===== src/rtl/insn_fetch_queue.sv =====
// insn_fetch_queue
//   Registered valid/ready FIFO for 64-bit instruction words. It sits
//   directly upstream of the jump-security filter. Each stored word carries
//   an is_jmp tag (opcode bits 31:26 == 2), and the queue keeps a saturating
//   count of accepted jump words. There is no combinational path from the
//   input to out_data or out_valid; both are driven from storage and level.
//
// Parameters
//   DEPTH  number of 64-bit entries (power of two, >= 2)
//   CNT_W  width of the saturating statistics counters
//
// Ports
//   clk         single clock, rising edge
//   rst         synchronous active-high reset
//   in_valid    producer presents a word on in_data
//   in_ready    queue accepts a word this cycle (low while rst is high)
//   in_data     instruction word from fetch
//   out_valid   head entry is valid
//   out_ready   filter consumes the head this cycle
//   out_data    head word, 0 when empty
//   out_is_jmp  head word is a jump, 0 when empty
//   level       number of occupied entries
//   jmp_count   saturating count of accepted jump words
//   drop_count  (only with SECJMP_NULL_DROP_EN) saturating count of dropped
//               null-target jumps
//
// Optional build macro: SECJMP_NULL_DROP_EN
//   When defined, an accepted jump whose target field in_data[25:0] is zero
//   completes its handshake but is not stored. It still counts in jmp_count
//   and also counts in drop_count.

module insn_fetch_queue #(
  parameter int DEPTH = 4,
  parameter int CNT_W = 16
) (
  input  logic                     clk,
  input  logic                     rst,
  input  logic                     in_valid,
  output logic                     in_ready,
  input  logic [63:0]              in_data,
  output logic                     out_valid,
  input  logic                     out_ready,
  output logic [63:0]              out_data,
  output logic                     out_is_jmp,
  output logic [$clog2(DEPTH):0]   level,
  output logic [CNT_W-1:0]         jmp_count
`ifdef SECJMP_NULL_DROP_EN
  ,
  output logic [CNT_W-1:0]         drop_count
`endif
);

  localparam int AW = $clog2(DEPTH);
  localparam int LW = AW + 1;

  logic [63:0]      mem [DEPTH];
  logic [DEPTH-1:0] tag;
  logic [AW-1:0]    wptr;
  logic [AW-1:0]    rptr;
  logic [LW-1:0]    level_q;
  logic [CNT_W-1:0] jmp_q;

  logic is_jmp_in;
  logic push;
  logic pop;
  logic wr;

  assign is_jmp_in = (in_data[31:26] == 6'd2);

  // in_ready looks only at the registered level, so a full queue refuses a
  // word even when the head is consumed in the same cycle. Gating with rst
  // keeps any handshake from completing on a reset edge.
  assign in_ready  = !rst && (level_q != LW'(DEPTH));
  assign out_valid = (level_q != '0);
  assign push      = in_valid && in_ready;
  assign pop       = out_valid && out_ready;

`ifdef SECJMP_NULL_DROP_EN
  logic             null_jmp;
  logic [CNT_W-1:0] drop_q;

  assign null_jmp = is_jmp_in && (in_data[25:0] == 26'd0);
  assign wr       = push && !null_jmp;

  always_ff @(posedge clk) begin
    if (rst) begin
      drop_q <= '0;
    end else if (push && null_jmp && (drop_q != '1)) begin
      drop_q <= drop_q + CNT_W'(1);
    end
  end

  assign drop_count = drop_q;
`else
  assign wr = push;
`endif

  // Storage is not reset; the outputs below are masked while empty.
  always_ff @(posedge clk) begin
    if (wr) begin
      mem[wptr] <= in_data;
      tag[wptr] <= is_jmp_in;
    end
  end

  always_ff @(posedge clk) begin
    if (rst) begin
      wptr    <= '0;
      rptr    <= '0;
      level_q <= '0;
    end else begin
      if (wr) begin
        wptr <= wptr + AW'(1);
      end
      if (pop) begin
        rptr <= rptr + AW'(1);
      end
      case ({wr, pop})
        2'b10:   level_q <= level_q + LW'(1);
        2'b01:   level_q <= level_q - LW'(1);
        default: level_q <= level_q;
      endcase
    end
  end

  always_ff @(posedge clk) begin
    if (rst) begin
      jmp_q <= '0;
    end else if (push && is_jmp_in && (jmp_q != '1)) begin
      jmp_q <= jmp_q + CNT_W'(1);
    end
  end

  assign out_data   = out_valid ? mem[rptr] : 64'd0;
  assign out_is_jmp = out_valid && tag[rptr];
  assign level      = level_q;
  assign jmp_count  = jmp_q;

endmodule

===== config.mk =====
export PLATFORM = sky130hd
export DESIGN_NAME = insn_fetch_queue
export DESIGN_NICKNAME = d
export VERILOG_FILES = /design/src/rtl/insn_fetch_queue.sv
export SDC_FILE = /design/constraint.sdc
export NUM_CORES = 1
export LEC_CHECK = 0
export CORE_MARGIN = 4
export CORE_UTILIZATION = 49
export DETAILED_ROUTE_END_ITERATION = 10
export MAX_ROUTING_LAYER = met4
export PLACE_DENSITY = 0.75
export SYNTH_ARGS = -nofsm -noshare
export SYNTH_HDL_FRONTEND = slang
export SYNTH_SLANG_ARGS = --single-unit

===== constraint.sdc =====
create_clock -name clk -period 2.9 [get_ports clk]
set_input_delay 0.58 -clock clk [delete_from_list [all_inputs] [get_ports clk]]
set_output_delay 0.58 -clock clk [all_outputs]
set_load 0.005 [all_outputs]

Word level (Yosys, flattened, before mapping)
Memory sizes are Yosys's and may differ from the RTL's. A register that Yosys moved wholly into a read port is not among the register bits.
Index checks and enable logic that the tools add are counted.
Cells by class
  $add $sub $neg: 5
  order comparisons: 3
  eq/ne operators: 5
  mux-type cells: 11
  reductions and logical operators: 10
Operators with widths (number)
  64-bit 2-to-1 mux: 1
  16-bit by 1-bit adder with 16-bit output, second input constant: 1
  16-bit inequality test, second input constant: 1
  1-bit logical AND: 7
  6-bit by 2-bit == test with 1-bit output, second input constant: 1
  2-bit by 3-bit < comparator with 1-bit output, second input constant: 2
  3-bit case mux with 2 select lines: 1
  2-bit by 1-bit adder with 2-bit output, second input constant: 2
  4-bit bitwise mux: 1
  1-bit 2-to-1 mux: 4
  2-bit 2-to-1 mux: 2
  3-bit by 1-bit adder with 3-bit output, second input constant: 1
  3-bit inequality test, second input constant: 1
  3-bit nonzero test: 1
  3-bit by 1-bit subtractor with 3-bit output, second input constant: 1
  1-bit binary-select mux with 2-bit select: 1
  1-bit demux with 2-bit select: 1
  2-bit by 1-bit == test with 1-bit output, second input constant: 1
  2-bit == test, second input constant: 1
  2-bit by 1-bit >= comparator with 1-bit output, second input constant: 1
  2-bit nonzero test: 1
  1-bit zero test: 1
Word-level totals
  bits in registers: 27
  RAM bits: 256
  input bits: 68
  output and inout port bits: 86
  logic and storage cells: 40
  memories: 1
Memories
  mem: words 4, bits a word 64, read ports 1, clocked after memory_dff 1, write ports 1, line 56  | logic [63:0] mem [DEPTH];

Depth between registers and ports, before layout
Gate-level depths: netlist of run 1.
  word-level depth: 5
  gate-level depth with buffers: 11
  mapped depth without buffers: 9

Worst setup path before layout of run 1
No wires, ideal clock.
  kind: input port to flip-flop
  start: input rst
  end: memory mem[0][0], enable pin
  setup time: 0.430 ns
  arrival: 2.556 ns
  data required time: 2.470 ns
  slack: -0.086 ns
  stages on the path: 3
  buffers on the path: 1
  path through: clkbuf_1 -> nor2b_2 -> and3_1
Between the ends
  word-level cells in the longest chain between the ends: 5
RTL lines
  from (decl): line 37  | input logic rst,
  1-bit zero test: line 73  | assign in_ready = !rst && (level_q != LW'(DEPTH));
  1-bit logical AND: line 73
  1-bit logical AND: line 75  | assign push = in_valid && in_ready;
  1-bit 2-to-1 mux: line 100  | if (wr) begin
  1-bit 2-to-1 mux (implied by the code): line 101  | mem[wptr] <= in_data;
  to (decl): line 56
Every way passes these cells.

==> results of run 1 <==
-- worst max-delay path by stage --
| stage | from | endpoint | slack [ns] |
|---|---|---|---|
| after global placement | in_valid | level[2] | 0.30 |
| after global routing | flip-flop | out_data[26] | 0.005 |
| after floorplan | rst | level[2] | 0.45 |
| after detailed placement | rst | level[2] | 0.22 |
| final | flip-flop | out_data[2] | 0.06 |
| after CTS | flip-flop | out_data[22] | -0.0004 |
-- flip-flops by register name, indices dropped and copies added (netlist names), named ones only --
register   cells
wptr           2
level          3
tag            4
rptr           2
mem          256
jmp_count     16
-- power groups by stage --
| stage | Sequential, mW | Clock, mW | Combinational [mW] |
|---|---|---|---|
| after CTS | 4.79 | 3.87 | 3.31 |
| after global placement | 4.85 | 0 | 3.13 |
| after global routing | 4.81 | 4.06 | 3.73 |
| final | 4.79 | 3.81 | 3.47 |
| after floorplan | 4.82 | 0 | 1.60 |
| after detailed placement | 4.87 | 0 | 3.18 |
-- cell type report --
cell class | count | area share (%)
Inverter | 9 | 0.233
Antenna cell | 3 | 0.0518
Timing Repair Buffer | 191 | 14.3
Clock buffer | 38 | 5.97
Multi-Input combinational cell | 247 | 18.7
Clock inverter | 14 | 0.976
Sequential cell | 285 | 57.4
Tap cell | 280 | 2.42
-- metrics by stage --
stage	hold slack (ns)	std cells
after floorplan	0.490	570
after global placement	0.499	994
after detailed placement	0.514	994
after CTS	0.529	1057
after global routing	0.548	1067
final	0.539	1067
-- routing by layer --
metal	wire length (um)	vias up
met4	335	0
met5	0	-
met3	1760	35
li1	-	2690
met1	9800	3065
met2	11600	235
-- repair_timing --
action / CTS / global route
gates cloned: 5 / 1
setup buffers: 6 / 6
endpoints found under the setup margin: 64 / 7
resized for setup: 64 / 10
-- critical path, stage by stage (launching register included) --
cell             delay [ns]
dfxtp_4                0.41
buf_6                  0.14
bufbuf_16              0.26
mux4_2                 0.49
and2_1                 0.18
clkdlybuf4s15_1        0.25
-- cell families (layout without fill, tap and decap cells) --
family | count (synthesis) | count (layout) | share of synthesized area [%]
other cells | 0 | 3 | 0
buf+inv | 38 | 252 | 1.38
mux | 65 | 65 | 13.1
flops | 285 | 285 | 74.6
fa+ha+maj | 7 | 7 | 0.854
compound gates | 37 | 37 | 2.11
xor+xnor | 5 | 5 | 0.393
simple gates | 133 | 133 | 7.55
-- cell usage after synthesis, types with 2 or more instances --
cell type / instances / share of area, %
and3_1: 5 / 0.28
edfxtp_1: 260 / 70
buf_2: 9 / 0.40
nor4_1: 3 / 0.17
inv_1: 9 / 0.30
and2_1: 69 / 3.9
xnor2_1: 2 / 0.16
or3_1: 6 / 0.34
clkbuf_1: 19 / 0.64
mux4_2: 65 / 13
o31ai_1: 10 / 0.67
nand4_1: 5 / 0.28
ha_1: 6 / 0.67
xor2_1: 3 / 0.24
nand4_2: 2 / 0.22
or4_1: 13 / 0.88
nor2_1: 10 / 0.34
nand2_1: 7 / 0.24
dfxtp_1: 25 / 4.5
o21ai_0: 5 / 0.22
nand3_1: 6 / 0.27
a21oi_1: 15 / 0.67
==> metrics.cfg, run 1 <==
[outcome]
status = complete, no violations

[finish]
final_cell_area_um2 = 14500
final-seq-area_um2 = 8320
drive_above_1_share_pct = 21.0
final_common_cell = edfxtp_1
layout.nets = 837
area_delta_synth_final_pct = 30.1
fillers = 1462
final_cell_mix = edfxtp_1, clkdlybuf4s50_1, and2_1, mux4_2, dlygate4sd2_1
utilization_pct = 65.6
multiInputGateArea_um2 = 2710

[global_route]
busiest_layer = met2
track_usage_pct = 18.8
antenna_found_initial = 3
met1_usage_pct = 25.4
grt_pass1_vias = 6307
met2_usage_pct = 30.5
grtUsageMet3_pct = 3.94
grt_pass1_wl_um = 36400
grt_max_degree = 50
overflow = 0

[power_and_ir_drop]
ir_drop_uv = 477
pwr-share-comb_pct = 28.8
clkPwrFrac_pct = 31.6
p_per_area_nw_per_um2 = 833
p_int_mw = 9.08
power.leakage_nw = 4.86
power_mw = 12.1
swShare_pct = 24.8
pwr-share-seq_pct = 39.7
p_sw_mw = 2.99

[clock_network]
cts_hold_buf = 0
cts_tree = built
cts-root-buf = clkbuf_16
h-tree-depth = 1
worstSkewPairLatency_ns = 0.53
clkTransAtPathRegs_ns = 0.06
cts_buffers = 28
clk_path_buf_depth = 3
tritoncts_num_sinks = 285

[timing]
setup_viol = 0
layout_setup_ws_ns = 0.0608
period_needed_ns = 2.84
hold_viol_final = 0
fmax_ghz = 0.352
finalCritPeriodShare_pct = 97.9
relSlewSlack_pct = 30.9
slew_viol_final = 0
tns_ns = 0
rsz0062_at_grt = no
finClkSkew_ns = 0.0115
tightest_slew_ns = 1.03

[yosys]
postSynthAreaPerCell_um2 = 19.5
syn_area_um2 = 11100
synth-edff-count = 260
syn_nets = 645
yosys_most_used_dff = edfxtp_1
yosysSeqAreaShare_pct = 74.6
async_reset_ff_share_pct = 0
ys_warn_count = 0
ys_seq_elements = 285
synth_cells = 570
yosysUniqueCellTypes = 38

[placement]
dp_hpwl_um = 14000
dpl_cell_area_um2 = 13200
pre_cts_ws_ns = 0.216
port_buffers = 153
gp_congestion = 0.768

[floorplan]
fp.dieH_um = 159
coreArea_um2 = 22100
rows = 54
chipWidth_um = 159
initial_core_util_pct = 50.4
io_pins = 154
die_area_um2 = 25200

[setup_path]
worstReg2RegEnd = level[2]
crit_path_end_kind = primary output
r2r_cells = 9
crit_required_ns = 2.32
worstPathMaxFanout = 5
arrival_ns = 2.26
r2r_slack_ns = 0.39
critical_path_class = reg -> out
timing.rr.start = level[2]
crit_path_start_kind = flip-flop

[drt]
wl_per_cell_um = 22.0
drt_iter0_drc = 353
via_per_inst = 5.65
drc = 0
ant_nets = 0
vias = 6025
drt_pass1_iterations = 7
postRouteWirelength_um = 23500

[worst_hold_path]
min_path_type = reg -> reg
whs_path_depth = 2
hp-start = jmp_count[1]
hold_path_end = jmp_count[1]

[job]
max_cap_violations = 0

Note: power is estimated with default switching activity, not from simulation.
==> run 2, diff against run 1 <==
--- a/config.mk
+++ b/config.mk
@@ -10,6 +10,7 @@
 export DETAILED_ROUTE_END_ITERATION = 10
 export MAX_ROUTING_LAYER = met4
 export PLACE_DENSITY = 0.75
+export SKIP_LAST_GASP = 1
 export SYNTH_ARGS = -nofsm -noshare
 export SYNTH_HDL_FRONTEND = slang
 export SYNTH_SLANG_ARGS = --single-unit
==> run 2 against run 1 <==
Total power rose by 3.5%. Register-to-register slack worse by 0.02 ns. Clock power about the same. Critical path type unchanged. Core utilization up 1.7 points. Global-route usage barely moved. Largest cell class unchanged. Clock skew decreased by 0.0060 ns. Count of clock-buffer cells in the layout unchanged. First-iteration DRC count increased by 17%. Routed wire length rose by 4.9%. Via count grew 1.4%. Maximum frequency decreased by 2.0%. Design area grew 2.6%.
==> metrics.cfg, run 2 (same netlist as run 1, synthesis figures left out) <==
[placement]
dp_hpwl_um = 14000
pre_cts_ws_ns = 0.216
gp_congestion = 0.768
dpl.cell_count = 994
port_buffers = 153

[timing]
fin_hold_ws_ns = 0.538
finalCritPeriodShare_pct = 99.9
fmax_ghz = 0.345
setup_viol = 0
tightest_slew_ns = 1.03
hold_viol_final = 0
slew_viol_final = 0
period_needed_ns = 2.90
layout_setup_ws_ns = 0.00331
relSlewSlack_pct = 30.4
finClkSkew_ns = 0.00546
rsz0062_at_grt = yes

[clock_network]
worstSkewPairLatency_ns = 0.52
cts_tree = built
clk_path_buf_depth = 3
tritoncts_num_sinks = 285
clkTransAtPathRegs_ns = 0.06
h-tree-depth = 1
cts_hold_buf = 0
cts-root-buf = clkbuf_16
cts_buffers = 28

[drt]
postRouteWirelength_um = 24700
ant_nets = 0
wl_per_cell_um = 22.8
drt_iter0_drc = 413
via_per_inst = 5.65
vias = 6111
drc = 0
drt_pass1_iterations = 4

[floorplan]
coreArea_um2 = 22100
fp.dieH_um = 159
chipWidth_um = 159
rows = 54
io_pins = 154
initial_core_util_pct = 50.4
die_area_um2 = 25200

[worst_hold_path]
min_path_type = reg -> reg

[finish]
instances_no_fill = 1082
utilization_pct = 67.3
drive_above_1_share_pct = 22.4
layout.nets = 853
area_delta_synth_final_pct = 33.4
largest-register = mem
final_common_cell = edfxtp_1
largest_reg_flops = 256
fillers = 1401
final_cell_mix = edfxtp_1, clkdlybuf4s50_1, and2_1, mux4_2, dlymetal6s2s_1

[global_route]
antenna_found_initial = 2
track_usage_pct = 18.8
overflow = 0
grt_pass1_vias = 6313
grt_max_degree = 50
grt_pass1_wl_um = 36400

[setup_path]
worstPathMaxFanout = 6
crit_path_start_kind = flip-flop
critical_path_class = reg -> out
crit_path_end_kind = primary output
arrival_ns = 2.32
crit_required_ns = 2.32

[outcome]
status = complete, no violations

[power_and_ir_drop]
ir_drop_uv = 460
power_mw = 12.5
power.leakage_nw = 5.60
p_per_area_nw_per_um2 = 841

[job]
max_cap_violations = 0

run 2: cell types whose count changed in the layout (fill, tap and decap cells not counted), sizes merged:
cell           before  now
clkbuf             40   45
buf                37   47
dlygate4sd2        48    7
diode               3    2
clkdlybuf4s50     100   93
dlymetal6s2s        0   49
run 2: layout make-up:
cell class | count | area (um^2) | area share [%]
clock inverters | 14 | 141 | 0.951
repair buffers | 207 | 2450 | 16.5
flip-flops and latches | 285 | 8320 | 55.9
clock buffers | 38 | 865 | 5.82
inverters | 9 | 33.8 | 0.227
multi-input cells | 247 | 2710 | 18.2
diodes | 2 | 5.00 | 0.0337
well taps | 280 | 350 | 2.36
run 2: layer usage:
metal	vias to the layer above	track usage [%]	routed length [um]
li1	2717	-	-
met1	3122	25.3	10400
met2	242	30.5	12200
met3	30	4.20	1730
met4	0	3.51	326
met5	-	-	0
run 2: timing repair:
action                                  in CTS  in global routing
endpoints found under the setup margin      64                 59
resized for setup                           17                 61
gates cloned                                 5                  6
buffers inserted                             6                 17
run 2: path summary, 6_finish.rpt:
kind / start / to / slack (ns) / cells after the start
setup / recovery: flip-flop / out_data[33] / 0.003 / 5
hold / removal: jmp_count[1] / jmp_count[1] / 0.54 / 2
setup reg to reg: level[2] / level[2] / 0.37 / 9
hold reg to reg: jmp_count[1] / jmp_count[1] / 0.54 / 2
run 2: through the flow:
stage	cell area, um^2	TNS (ns)
final	14900	0
after global routing	14900	-0.362
after CTS	14400	-2.73
after detailed placement	13200	0
after global placement	13200	0
after floorplan	11100	0
run 2: report_power, final:
group | total (mW) | switching, mW | internal (mW)
Clock | 3.81 | 1.46 | 2.35
Sequential | 4.79 | 0.0942 | 4.69
Combinational | 3.90 | 1.54 | 2.36
run 2: critical path, stage by stage, from the launching register on:
cell and delay (ns):
dfxtp_4 0.39, buf_6 0.13, buf_12 0.13, mux4_2 0.49
and2_1 0.19, clkdlybuf4s50_1 0.45
